**config.mk**
```make
export PLATFORM = sky130hd
export DESIGN_NAME = eight_bit_wallace_final_accumulator
export DESIGN_NICKNAME = d
export VERILOG_FILES = /design/src/rtl/wallace_acc_pkg.sv /design/src/rtl/one_bit_full_adder.sv /design/src/rtl/wallace_final_cpa.sv /design/src/rtl/eight_bit_wallace_final_accumulator.sv
export SDC_FILE = /design/constraint.sdc
export NUM_CORES = 1
export LEC_CHECK = 0
export BUFFER_PORTS_ARGS = -buffer_cell sky130_fd_sc_hd__buf_2
export CORE_UTILIZATION = 45
export DETAILED_ROUTE_END_ITERATION = 10
export MAX_ROUTING_LAYER = met4
export PLACE_DENSITY_LB_ADDON = 0.2
export RECOVER_POWER = 25
export SYNTH_ARGS = -nofsm -noshare
export SYNTH_HDL_FRONTEND = slang
export SYNTH_SLANG_ARGS = --single-unit
```
**constraint.sdc**
```tcl
create_clock -name clk -period 9.7 [get_ports clk]
set_input_delay 2.425 -clock clk [delete_from_list [all_inputs] [get_ports clk]]
set_output_delay 2.425 -clock clk [all_outputs]
set_load 0.05 [all_outputs]
```
**src/rtl/wallace_acc_pkg.sv**
```systemverilog
// ============================================================================
// Module : wallace_acc_pkg
// Brief  : Shared widths and FSM state encoding for the Wallace final
//          accumulator slice.
// Rev    : 1.0  initial release
// ============================================================================
`default_nettype none

package wallace_acc_pkg;

  localparam int PROD_W_DEF = 16;
  localparam int ACC_W_DEF  = 24;
  localparam int CNT_W_DEF  = 8;

  typedef enum logic [1:0] {
    ST_IDLE  = 2'd0,
    ST_RUN   = 2'd1,
    ST_DRAIN = 2'd2,
    ST_DONE  = 2'd3
  } state_t;

endpackage

`default_nettype wire

```
**src/rtl/one_bit_full_adder.sv**
```systemverilog
// ============================================================================
// Module : one_bit_full_adder
// Brief  : Single-bit full adder cell used to build ripple chains.
// Rev    : 1.0  initial release
// ============================================================================
`default_nettype none

module one_bit_full_adder (
  input  logic a,
  input  logic b,
  input  logic cin,
  output logic sum,
  output logic cout
);

  assign sum  = a ^ b ^ cin;
  assign cout = (a & b) | (cin & (a ^ b));

endmodule

`default_nettype wire

```
**src/rtl/wallace_final_cpa.sv**
```systemverilog
// ============================================================================
// Module : wallace_final_cpa
// Brief  : Ripple carry-propagate adder resolving the Wallace sum/carry rows.
// Rev    : 1.0  initial release
// ============================================================================
`default_nettype none

module wallace_final_cpa
  import wallace_acc_pkg::*;
#(
  parameter int PROD_W = PROD_W_DEF
) (
  input  logic [PROD_W-1:0] a,
  input  logic [PROD_W-1:0] b,
  output logic [PROD_W-1:0] sum,
  output logic              cout
);

  // carry[i] is the carry into bit i; the chain starts with no carry-in
  logic [PROD_W:0] carry;

  assign carry[0] = 1'b0;

  for (genvar i = 0; i < PROD_W; i++) begin : g_bit
    one_bit_full_adder u_fa (
      .a    (a[i]),
      .b    (b[i]),
      .cin  (carry[i]),
      .sum  (sum[i]),
      .cout (carry[i+1])
    );
  end

  assign cout = carry[PROD_W];

endmodule

`default_nettype wire

```
**src/rtl/eight_bit_wallace_final_accumulator.sv**
```systemverilog
// ============================================================================
// Module : eight_bit_wallace_final_accumulator
// Brief  : Stages Wallace sum/carry rows, resolves them with a ripple CPA and
//          accumulates a host-specified number of products; the total is
//          returned through a valid/ready handshake.
// Rev    : 1.0  initial release
// ============================================================================
`default_nettype none

module eight_bit_wallace_final_accumulator
  import wallace_acc_pkg::*;
#(
  parameter int PROD_W = PROD_W_DEF,
  parameter int ACC_W  = ACC_W_DEF,
  parameter int CNT_W  = CNT_W_DEF
) (
  input  logic              clk,
  input  logic              rst_n,
  input  logic              start,
  input  logic [CNT_W-1:0]  len,
  input  logic              in_valid,
  output logic              in_ready,
  input  logic [PROD_W-1:0] sum_row,
  input  logic [PROD_W-1:0] carry_row,
  output logic              acc_valid,
  input  logic              acc_ready,
  output logic [ACC_W-1:0]  acc_result,
  output logic              overflow,
  output logic              cpa_carry,
  output logic              busy
);

  state_t             state;
  logic [CNT_W-1:0]   remaining;
  logic               stage_valid;
  logic [PROD_W-1:0]  stage_sum;
  logic [PROD_W-1:0]  stage_carry;
  logic [ACC_W-1:0]   acc;
  logic               acc_ovf;
  logic               cpa_seen;

  logic [PROD_W-1:0]  product;
  logic               product_cout;
  logic [ACC_W:0]     product_ext;
  logic [ACC_W:0]     acc_next;

  wallace_final_cpa #(
    .PROD_W (PROD_W)
  ) u_cpa (
    .a    (stage_sum),
    .b    (stage_carry),
    .sum  (product),
    .cout (product_cout)
  );

  // Zero-extend the truncated product and add with one guard bit for overflow
  always_comb begin
    product_ext                = '0;
    product_ext[PROD_W-1:0]    = product;
    acc_next                   = {1'b0, acc} + product_ext;
  end

  // FSM, beat counter, stage register, accumulator and sticky flags
  always_ff @(posedge clk or negedge rst_n) begin
    if (!rst_n) begin
      state       <= ST_IDLE;
      remaining   <= '0;
      stage_valid <= 1'b0;
      stage_sum   <= '0;
      stage_carry <= '0;
      acc         <= '0;
      acc_ovf     <= 1'b0;
      cpa_seen    <= 1'b0;
    end else begin
      // Staged data is consumed exactly once; the bit is re-armed only by a new beat
      stage_valid <= 1'b0;
      if (stage_valid) begin
        acc <= acc_next[ACC_W-1:0];
        if (acc_next[ACC_W]) acc_ovf  <= 1'b1;
        if (product_cout)    cpa_seen <= 1'b1;
      end

      case (state)
        ST_IDLE: begin
          if (start) begin
            acc         <= '0;
            acc_ovf     <= 1'b0;
            cpa_seen    <= 1'b0;
            stage_valid <= 1'b0;
            remaining   <= len;
            state       <= (len == '0) ? ST_DONE : ST_RUN;
          end
        end
        ST_RUN: begin
          if (in_valid) begin
            stage_sum   <= sum_row;
            stage_carry <= carry_row;
            stage_valid <= 1'b1;
            remaining   <= remaining - 1'b1;
            if (remaining == CNT_W'(1)) state <= ST_DRAIN;
          end
        end
        ST_DRAIN: begin
          // The last staged product is absorbed by the shared add above
          state <= ST_DONE;
        end
        ST_DONE: begin
          if (acc_ready) state <= ST_IDLE;
        end
        default: state <= ST_IDLE;
      endcase
    end
  end

  // Outputs decode directly from registered state, so they are glitch-free
  assign in_ready   = (state == ST_RUN);
  assign acc_valid  = (state == ST_DONE);
  assign busy       = (state != ST_IDLE);
  assign acc_result = acc;
  assign overflow   = acc_ovf;
  assign cpa_carry  = cpa_seen;

endmodule

`default_nettype wire
```
==> results of run 1 <==
-- critical path, delay by kind of cell (launching register included) --
kind	cells	cell delay [ps]
adder cells (fa/ha/maj)	17	6270
AND/OR/NAND/NOR	4	890
flip-flops	1	360
AO/OA/AOI/OAI	2	350
buffers and inverters	2	130
-- state kept, by name, summed over array words and instances, names as in the netlist --
register     cells
stage_carry     16
remaining        8
state            2
overflow         1
stage_valid      1
acc_result      24
cpa_carry        1
stage_sum       16
-- synth_stat cells, types with 5 or more instances --
| cell type | n |
|---|---|
| o22ai_1 | 6 |
| mux2_2 | 7 |
| nor2_1 | 29 |
| mux2i_1 | 5 |
| clkbuf_1 | 11 |
| o211ai_1 | 5 |
| dfrtp_1 | 69 |
| a21oi_1 | 24 |
| nand3_1 | 14 |
| xnor2_1 | 6 |
| inv_1 | 55 |
| ha_1 | 24 |
| a31oi_1 | 6 |
| and3_1 | 7 |
| a211oi_1 | 6 |
| fa_1 | 16 |
| o21ai_0 | 53 |
| nand2_1 | 47 |
| nor3_1 | 15 |
| a21o_1 | 7 |
-- worst min-delay path by stage --
stage / slack (ps) / startpoint / to / cells after the start
floorplan: 480 / stage_carry[0] / stage_carry[0] / 1
global placement: 490 / stage_carry[0] / stage_carry[0] / 1
detailed placement: 500 / stage_sum[0] / stage_sum[0] / 1
CTS: 520 / stage_sum[0] / stage_sum[0] / 1
global route: 540 / stage_sum[0] / stage_sum[0] / 1
finish: 520 / overflow / overflow / 2
-- through the flow --
| step | instances | area (sq um) | setup WS (ps) | utilization |
|---|---|---|---|---|
| floorplan | 458 | 4200 | 2180 | - |
| global placement | 627 | 4650 | 1860 | 0.523 |
| detailed placement | 627 | 4650 | 1700 | 0.523 |
| CTS | 643 | 4860 | 1660 | 0.547 |
| global route | 643 | 4860 | 1310 | 0.546 |
| finish | 643 | 4860 | 1630 | 0.546 |
-- area by class of cell --
cell class / instances / area share
Multi-Input combinational cell: 320 / 0.454
Sequential cell: 69 / 0.356
Timing Repair Buffer: 74 / 0.0758
Inverter: 56 / 0.0433
Clock buffer: 11 / 0.0312
Tap cell: 108 / 0.0278
Clock inverter: 5 / 0.0121
-- layout by cell type (no fill, tap or decap), drive strengths merged, types with 3 or more instances in the layout --
cell    instances
mux2i           5
inv            55
nand3          14
and3            7
mux2            7
clkinv          3
a41o            3
nand2b          4
ha             24
nor3           15
nand2          47
a21oi          25
a21o            7
a31oi           6
nor4            4
fa             16
buf            72
a211oi          7
clkbuf         13
dfrtp          69
xnor2           6
o22ai           6
or3             4
o211ai          5
o21ai          55
nor2           29
-- routing by layer --
layer  vias to the layer above  global-route usage  routed length (um)
li1                       1728                   -                   -
met1                      1661               0.273                4370
met2                        92               0.358                4600
met3                        13              0.0454                 420
met4                         0              0.0712                 145
met5                         -                   -                   0
-- cell families after synthesis --
group                    after synthesis
AND/OR/NAND/NOR                      135
AO/OA/AOI/OAI                        125
buffers and inverters                 69
flip-flops                            69
adder cells (fa/ha/maj)               40
multiplexers                          12
XOR/XNOR                               8
==> key figures, run 1 <==
Routing
  – Post-DRT Antenna Nets: 0
  – Post-DR wirelength/cell: 14.8 um
  – 1st-iter DRT viols: about 150
  – Avg Vias per Cell: about 5.4
  – Drt first pass iters: 6
  – Via count: 3,494
  – Routed wire length: 9540 um
  – DRC: 0

Worst setup path
  – Worst r2r src: stage_carry[0]
  – Worst Path Max Fanout: 8
  – Reg2reg end: acc_result[22]
  – Crit start category: flop
  – Worst path max stage delay: about 490 ps
  – Critical Path RT: 9990 ps
  – Most used cell, CP: fa_1
  – Critical Path Slowest Stage Cell: or4_1
  – Reg2reg setup slack: 1630 ps
  – Path type of the worst setup path: flop to flop
  – Crit. End Element: flop
  – Worst Setup SP: stage_carry[0]
  – Worst reg2reg path depth: 25
  – Crit path DAT: ~8400 ps
  – Setup crit end: acc_result[22]

Floorplanning
  – Core box area: 8890 sq um
  – Die area: 9720 sq um
  – Row cnt: 34
  – Ports: 74
  – Height of the die: 98.6 um
  – Initial Util: 0.472
  – Die width: 98.6 um

STA
  – FMAX: between 100 and 150 MHz
  – RSZ-0062 raised after global routing: false
  – Post-layout min period: 8070 ps
  – Worst Skew: 11.1 ps
  – Sum Neg Setup Slack: 0 ps
  – Final Max Tran Viols: 70
  – Least-Margin Pin Slew: 3710 ps
  – Setup Viol. Count Final: 0
  – Slew margin rel.: -1.47
  – Period utilization: 0.832
  – Hold Slack: 519 ps
  – Hold Fails Final Rpt: 0

Clock network
  – CTS Hold Buffers Added: 0
  – Clk slew on worst S/H paths: around 80 ps
  – Number of H-tree levels: 3
  – Setup bufs post-CTS: 0
  – CTS max path bufs: 2
  – Post_cts resized: 0
  – Clk Latency, worst-skew pair: 360 ps
  – Clock Tree Root: clkbuf_8
  – CTS tree: done
  – CTS buffer count: 9
  – Sink Count: 69

GRT
  – Pin count of the biggest net entering global routing: 70
  – GRT Overall Usage: 0.219
  – First-pass GRT wire length: 16,100 um
  – Initial antenna violation count: 0
  – Number of global-route vias before repair: roughly 3,500
  – Total gr overflow: 0

Logic synthesis
  – Flops & latches, synth: 69
  – Synth Flop Type: dfrtp_1
  – Adder-cell share of the synthesized area: 0.148
  – Syn avg cell area: 9.16 sq um
  – Post-Synth XOR/XNOR Area: 0.0167
  – Top cells by area, synth: dfrtp_1, fa_1, ha_1
  – Sequential share of the synthesized area: 0.411
  – Syn. warnings: 0
  – Compound-Gate Fraction of Synth Area: 0.180
  – Synth top area share: 0.411
  – Mapped Cells: 458
  – Share of flip-flops with an asynchronous set or reset: 1.00
  – Simple-gate share of the synthesized area: 0.150
  – Area leader, netlist: dfrtp_1
  – Post-synth EDFFs: 0
  – Syn Nets: 543
  – Syn Std Cell Area: 4200 sq um
  – Largest family of logic cells by synthesized area: compound AO/OA/AOI/OAI gates
  – Mux cell area share after synthesis: 0.0307
  – Netlist cell types: 50

Cells and area
  – Filler instances: 842
  – Multi-input logic area: 2210 sq um
  – Number of inserted diodes: 0
  – Nets: between 600 and 700
  – Reg area: 1730 sq um
  – Layout area overhead: 15.7%
  – Layout cell share with drive strength beyond 1: 0.191

Job
  – Max Cap Viol: 1

Place
  – Routability cong.: around 0.95
  – Detail Placement HPWL: 6930 um
  – Input/output buffers: 73

Status
  – Failing checks: capacitance limit, slew limit
  – Status: complete, but fails checks

Min path
  – Hold Path Class: flop to flop
Power of run 1 is left out: the tool's default activity adds up to more than one toggle a clock period on the data nets, which glitch-free logic cannot reach.
==> inputs of run 2 (changes only) <==
==> constraint.sdc (replaced) <==
create_clock -name clk -period 7.7 [get_ports clk]
set_input_delay 1.925 -clock clk [delete_from_list [all_inputs] [get_ports clk]]
set_output_delay 1.925 -clock clk [all_outputs]
set_load 0.05 [all_outputs]
==> key figures, run 2 (synthesized netlist as in run 1, its figures left out) <==
Min path
  – Hold path startpoint: overflow (unchanged)
  – Hold Path Class: flop to flop (unchanged)

Worst setup path
  – Most used cell, CP: fa_2 (was fa_1)
  – Critical Path RT: 7990 ps (was 9990 ps)
  – Crit path DAT: 7670 ps (was 8360 ps)
  – Worst Setup SP: stage_carry[0] (unchanged)
  – Worst path max stage delay: 480 ps (was 490 ps)
  – Worst Path Max Fanout: 8 (unchanged)
  – Path type of the worst setup path: flop to flop (unchanged)
  – Crit. End Element: flop (unchanged)
  – Critical Path Slowest Stage Cell: or4_1 (unchanged)
  – Crit start category: flop (unchanged)
  – Worst r2r src: stage_carry[0] (unchanged)

Cells and area
  – Number of inserted diodes: 0 (unchanged)
  – Layout cell share with drive strength beyond 1: 0.219 (was 0.191)
  – Commonest non-fill, non-tap cell in the layout: buf_2 (unchanged)
  – Nets: 619 (was 615)
  – Layout area overhead: 17.3% (was 15.7%)
  – Final cell count without fillers: 647 (was 643)
  – Commonest cells after routing, fill and taps aside: buf_2, dfrtp_1, inv_1, o21ai_0, nand2_1 (unchanged)
  – Max reg flops: 24 (unchanged)
  – Filler instances: 797 (was 842)
  – Final instance area: 4920 sq um (was 4860 sq um)

STA
  – Final WS setup: 327 ps (was 1630 ps)
  – Slew margin rel.: -1.45 (was -1.47)
  – RSZ-0062 raised after global routing: false (unchanged)
  – Worst Skew: 10.5 ps (was 11.1 ps)
  – Period utilization: 0.958 (was 0.832)
  – Setup Viol. Count Final: 0 (unchanged)
  – Hold Fails Final Rpt: 0 (unchanged)
  – Post-layout min period: 7370 ps (was 8070 ps)
  – Least-Margin Pin Slew: 3680 ps (was 3710 ps)
  – FMAX: 136 MHz (was 124 MHz)
  – Final Max Tran Viols: 70 (unchanged)

Place
  – Worst slack, placed: -249 ps (was 1700 ps)
  – Post-DP Area: 4680 sq um (was 4650 sq um)
  – Input/output buffers: 73 (unchanged)
  – Routability cong.: 0.924 (was 0.947)
  – Placed insts: 631 (was 627)
  – Detail Placement HPWL: 6840 um (was 6930 um)

Floorplanning
  – Ports: 74 (unchanged)
  – Row cnt: 34 (unchanged)
  – Die width: 98.6 um (unchanged)
  – Height of the die: 98.6 um (unchanged)
  – Core box area: 8890 sq um (unchanged)
  – Initial Util: 0.472 (unchanged)
  – Die area: 9720 sq um (unchanged)

Clock network
  – CTS Hold Buffers Added: 0 (unchanged)
  – CTS tree: done (unchanged)
  – Setup bufs post-CTS: 0 (unchanged)
  – Clk Latency, worst-skew pair: 350 ps (was 360 ps)
  – CTS buffer count: 9 (unchanged)
  – Number of H-tree levels: 3 (unchanged)
  – Clock Tree Root: clkbuf_8 (unchanged)
  – Sink Count: 69 (unchanged)
  – Clk slew on worst S/H paths: 80 ps (about the same)
  – CTS max path bufs: 2 (unchanged)

GRT
  – Initial antenna violation count: 0 (unchanged)
  – First-pass GRT wire length: 16,200 um (was 16,100 um)
  – Layer with the highest usage: met2 (unchanged)
  – Total gr overflow: 0 (unchanged)
  – Pin count of the biggest net entering global routing: 70 (unchanged)
  – Met2 Track Usage GR: 0.367 (was 0.358)
  – Grt met1 use: 0.257 (was 0.273)
  – M3 GR Usage: 0.0496 (was 0.0454)
  – GRT Overall Usage: 0.219 (about the same)
  – Number of global-route vias before repair: 3,576 (was 3,495)

Routing
  – Avg Vias per Cell: 5.36 (was 5.43)
  – DRC: 0 (unchanged)
  – Via count: 3,468 (was 3,494)
  – 1st-iter DRT viols: 140 (was 145)
  – Drt first pass iters: 4 (was 6)
  – Post-DR wirelength/cell: 14.4 um (was 14.8 um)
  – Post-DRT Antenna Nets: 0 (unchanged)
  – Routed wire length: 9310 um (was 9540 um)

Job
  – Max Cap Viol: 1 (unchanged)

Status
  – Status: complete, but fails checks (unchanged)
  – Failing checks: capacitance limit, slew limit (unchanged)
## run 2: cell count changes in the layout (fill, tap and decap cells not counted), sizes merged
cell / delta
buf: +4
## run 2: area by class of cell
cell class | instances | area (sq um) | share of cell area
clock inverter | 5 | 58.8 | 0.0120
sequential | 69 | 1730 | 0.351
timing repair buffer | 78 | 398 | 0.0809
inverter | 56 | 210 | 0.0427
multi-input combinational | 320 | 2240 | 0.455
tap | 108 | 135 | 0.0275
clock buffer | 11 | 151 | 0.0308
## run 2: path summary, 6_finish.rpt
kind / endpoint / slack (ps) / cells past startpoint
worst min-delay path: overflow / 520 / 2
max in group asynchronous: stage_sum[15] / 2700 / 2
worst max register to register: acc_result[22] / 330 / 25
min in group asynchronous: stage_carry[10] / 2940 / 2
worst max-delay path: acc_result[22] / 330 / 25
worst min register to register: overflow / 520 / 2
## run 2: per-layer routing
metal,vias up,part of all wire
met2,66,0.49
met3,15,0.043
met5,-,0
met1,1647,0.45
met4,0,0.018
li1,1740,-
## run 2: metrics by stage
| step | setup TNS (ps) | utilization | hold slack [ps] |
|---|---|---|---|
| finish | 0 | 0.553 | 520 |
| global route | 0 | 0.553 | 542 |
| CTS | 0 | 0.552 | 526 |
| detailed placement | -985 | 0.526 | 505 |
| global placement | -182 | 0.526 | 487 |
| floorplan | 0 | - | 484 |
## run 2: critical path, delay by kind of cell (launching register included)
family,cells,cell delay [ps]
adder cells (fa/ha/maj),17,5700
AO/OA/AOI/OAI,2,310
buffers and inverters,2,130
flip-flops,1,360
AND/OR/NAND/NOR,4,810
## run 2: timing repair
action,4_1_cts,5_1_grt
setup endpoints to repair,9,9
gates resized for setup,6,6
pin swaps,0,0
Power of run 2 is left out for the same reason.
==> inputs of run 3 (changes only) <==
--- a/config.mk
+++ b/config.mk
@@ -5,7 +5,9 @@
 export SDC_FILE = /design/constraint.sdc
 export NUM_CORES = 1
 export LEC_CHECK = 0
+export ABC_AREA = 1
 export BUFFER_PORTS_ARGS = -buffer_cell sky130_fd_sc_hd__buf_2
+export CORE_ASPECT_RATIO = 1.2
 export CORE_UTILIZATION = 45
 export DETAILED_ROUTE_END_ITERATION = 10
 export MAX_ROUTING_LAYER = met4
==> key figures, run 3 <==
Cells and area
  – Filler instances: 957 (was 797)
  – Multi-input logic area: 2490 sq um (was 2240 sq um)
  – Layout area overhead: 17.2% (was 17.3%)
  – Commonest cells after routing, fill and taps aside: nand2_1, inv_1, buf_2, dfrtp_1, nor2_1 (was buf_2, dfrtp_1, inv_1, o21ai_0, nand2_1)
  – Layout cell share with drive strength beyond 1: 0.185 (was 0.219)
  – Commonest non-fill, non-tap cell in the layout: nand2_1 (was buf_2)
  – Number of inserted diodes: 0 (unchanged)
  – Nets: 789 (was 619)
  – Reg area: 1730 sq um (unchanged)
  – Final core utilization: 0.546 (was 0.553)
  – Final cell count without fillers: 835 (was 647)
  – Max reg flops: 24 (unchanged)

Status
  – Failing checks: capacitance limit, slew limit (unchanged)
  – Status: complete, but fails checks (unchanged)

STA
  – Hold Fails Final Rpt: 0 (unchanged)
  – Final Max Tran Viols: 70 (unchanged)
  – Worst Skew: 8.67 ps (was 10.5 ps)
  – Final WS setup: 330 ps (was 327 ps)
  – Period utilization: 0.957 (was 0.958)
  – Post-layout min period: 7370 ps (about the same)
  – Sum Neg Setup Slack: 0 ps (unchanged)
  – Setup Viol. Count Final: 0 (unchanged)
  – FMAX: 136 MHz (about the same)
  – Least-Margin Pin Slew: 3710 ps (was 3680 ps)
  – Slew margin rel.: -1.47 (was -1.45)
  – RSZ-0062 raised after global routing: false (unchanged)

Worst setup path
  – Most used cell, CP: fa_1 (was fa_2)
  – Reg2reg end: acc_result[17] (was acc_result[22])
  – Worst Path Max Fanout: 5 (was 8)
  – Critical Path RT: 7920 ps (was 7990 ps)
  – Path type of the worst setup path: flop to flop (unchanged)
  – Crit start category: flop (unchanged)
  – Worst path max stage delay: 460 ps (was 480 ps)
  – Reg2reg setup slack: 330 ps (about the same)
  – Worst r2r src: stage_carry[0] (unchanged)
  – Setup crit end: acc_result[17] (was acc_result[22])
  – Crit path DAT: 7590 ps (was 7670 ps)
  – Worst Setup SP: stage_carry[0] (unchanged)
  – Critical Path Slowest Stage Cell: fa_1 (was or4_1)
  – Crit. End Element: flop (unchanged)
  – Worst reg2reg path depth: 28 (was 25)

Job
  – Max Cap Viol: 1 (unchanged)

Place
  – Worst slack, placed: -29.6 ps (was -249 ps)
  – Detail Placement HPWL: 8300 um (was 6840 um)
  – Input/output buffers: 73 (unchanged)
  – Routability cong.: 0.912 (was 0.924)
  – Placed insts: 819 (was 631)

Clock network
  – Clk slew on worst S/H paths: 60 ps (was 80 ps)
  – Number of H-tree levels: 3 (unchanged)
  – Clk Latency, worst-skew pair: 330 ps (was 350 ps)
  – Sink Count: 69 (unchanged)
  – CTS tree: done (unchanged)
  – CTS max path bufs: 2 (unchanged)
  – CTS buffer count: 9 (unchanged)
  – Clock Tree Root: clkbuf_16 (was clkbuf_8)

GRT
  – Initial antenna violation count: 0 (unchanged)
  – Total gr overflow: 0 (unchanged)
  – Pin count of the biggest net entering global routing: 70 (unchanged)
  – GRT Overall Usage: 0.230 (was 0.219)
  – First-pass GRT wire length: 18,500 um (was 16,200 um)
  – Number of global-route vias before repair: 4,017 (was 3,576)

Logic synthesis
  – Post-synth EDFFs: 0 (unchanged)
  – Share of flip-flops with an asynchronous set or reset: 1.00 (unchanged)
  – Commonest cells in the netlist: nand2_1, inv_1, dfrtp_1 (was dfrtp_1, inv_1, o21ai_0)
  – Flops & latches, synth: 69 (unchanged)
  – Synth top area share: 0.368 (was 0.411)
  – Netlist cell types: 35 (was 50)
  – Synth Flop Type: dfrtp_1 (unchanged)
  – Sequential share of the synthesized area: 0.368 (was 0.411)
  – Area leader, netlist: dfrtp_1 (unchanged)
  – Top cells by area, synth: dfrtp_1, nand2_1, inv_1 (was dfrtp_1, fa_1, ha_1)
  – Count leader, synth: nand2_1 (was dfrtp_1)
  – Syn Nets: 716 (was 543)
  – Syn. warnings: 0 (unchanged)
  – Syn Std Cell Area: 4690 sq um (was 4200 sq um)
  – Mapped Cells: 631 (was 458)
  – Syn avg cell area: 7.43 sq um (was 9.16 sq um)

Floorplanning
  – Initial Util: 0.466 (was 0.472)
  – Row cnt: 40 (was 34)
  – Die width: 95.2 um (was 98.6 um)
  – Ports: 74 (unchanged)
  – Core box area: 10,100 sq um (was 8890 sq um)
  – Die area: 10,800 sq um (was 9720 sq um)
  – Height of the die: 114 um (was 98.6 um)

Routing
  – Via count: 4,125 (was 3,468)
  – Post-DRT Antenna Nets: 0 (unchanged)
  – Routed wire length: 11,000 um (was 9310 um)
  – Post-DR wirelength/cell: 13.1 um (was 14.4 um)
  – DRC: 0 (unchanged)
  – Avg Vias per Cell: 4.94 (was 5.36)
  – Drt first pass iters: 4 (unchanged)
  – 1st-iter DRT viols: 201 (was 140)

Min path
  – Hold path startpoint: stage_sum[0] (was overflow)
  – Hold Path Class: flop to flop (unchanged)
## run 3: cell types whose count changed in the layout (fill, tap and decap cells not counted), moves of 7 or more
cell,previous run,this run
inv_1,55,114
nor2_1,29,52
nand3_1,14,36
clkbuf_8,11,3
and3_1,7,0
nand2_1,47,162
nor3_1,15,6
mux2_2,7,0
a21o_1,7,0
clkbuf_16,0,9
nand2_2,0,11
o21ai_0,53,45
## run 3: timing repair
action,4_1_cts,5_1_grt
hold buffers,0,0
gates cloned,0,0
setup buffers,0,0
gates resized for setup,1,9
setup endpoints to repair,2,10
pin swaps,0,1
## run 3: how the worst min path moves through the flow
stage / to / slack, ps / cells after the start
finish: stage_sum[0] / 500 / 2
global route: stage_sum[0] / 530 / 2
CTS: stage_sum[0] / 500 / 2
detailed placement: stage_sum[0] / 490 / 2
global placement: stage_carry[0] / 470 / 2
floorplan: stage_carry[0] / 450 / 2
## run 3: area by class of cell
cell class,instances,area share
clock buffer,12,0.0485
multi-input combinational,430,0.453
timing repair buffer,76,0.0695
inverter,118,0.0806
sequential,69,0.314
tap,126,0.0287
clock inverter,4,0.00569
## run 3: per-stage QoR
step           hold WS [ps]  cell area, sq um
2_1_floorplan           453              4690
3_3_place_gp            472              5170
3_5_place_dp            487              5170
4_1_cts                 504              5470
5_1_grt                 529              5490
6_report                501              5490
## run 3: worst max-delay path: cells and delay by family (launching register included)
family / cells / cell delay (ps)
adders and majority gates: 17 / 5990
buffers and inverters: 3 / 180
DFF: 1 / 350
and+or+nand+nor: 8 / 750
## run 3: logic make-up (layout without fill, tap and decap cells)
family / Yosys count / count (layout) / share of synthesized area
fa+ha+maj: 40 / 40 / 0.132
compound gates: 93 / 93 / 0.109
flops: 69 / 69 / 0.368
buf+inv: 132 / 210 / 0.109
simple gates: 294 / 294 / 0.276
xor+xnor: 3 / 3 / 0.00561
## run 3: layer usage
layer  vias up  wire, um  part of all wire  GRT usage
met1      1882      4930              0.45      0.283
met3        14       409             0.037     0.0460
met5         -         0                 0          -
met2        94      5410              0.49      0.370
li1       2135         -                 -          -
met4         0       204             0.019     0.0838
Power of run 3 is left out for the same reason.
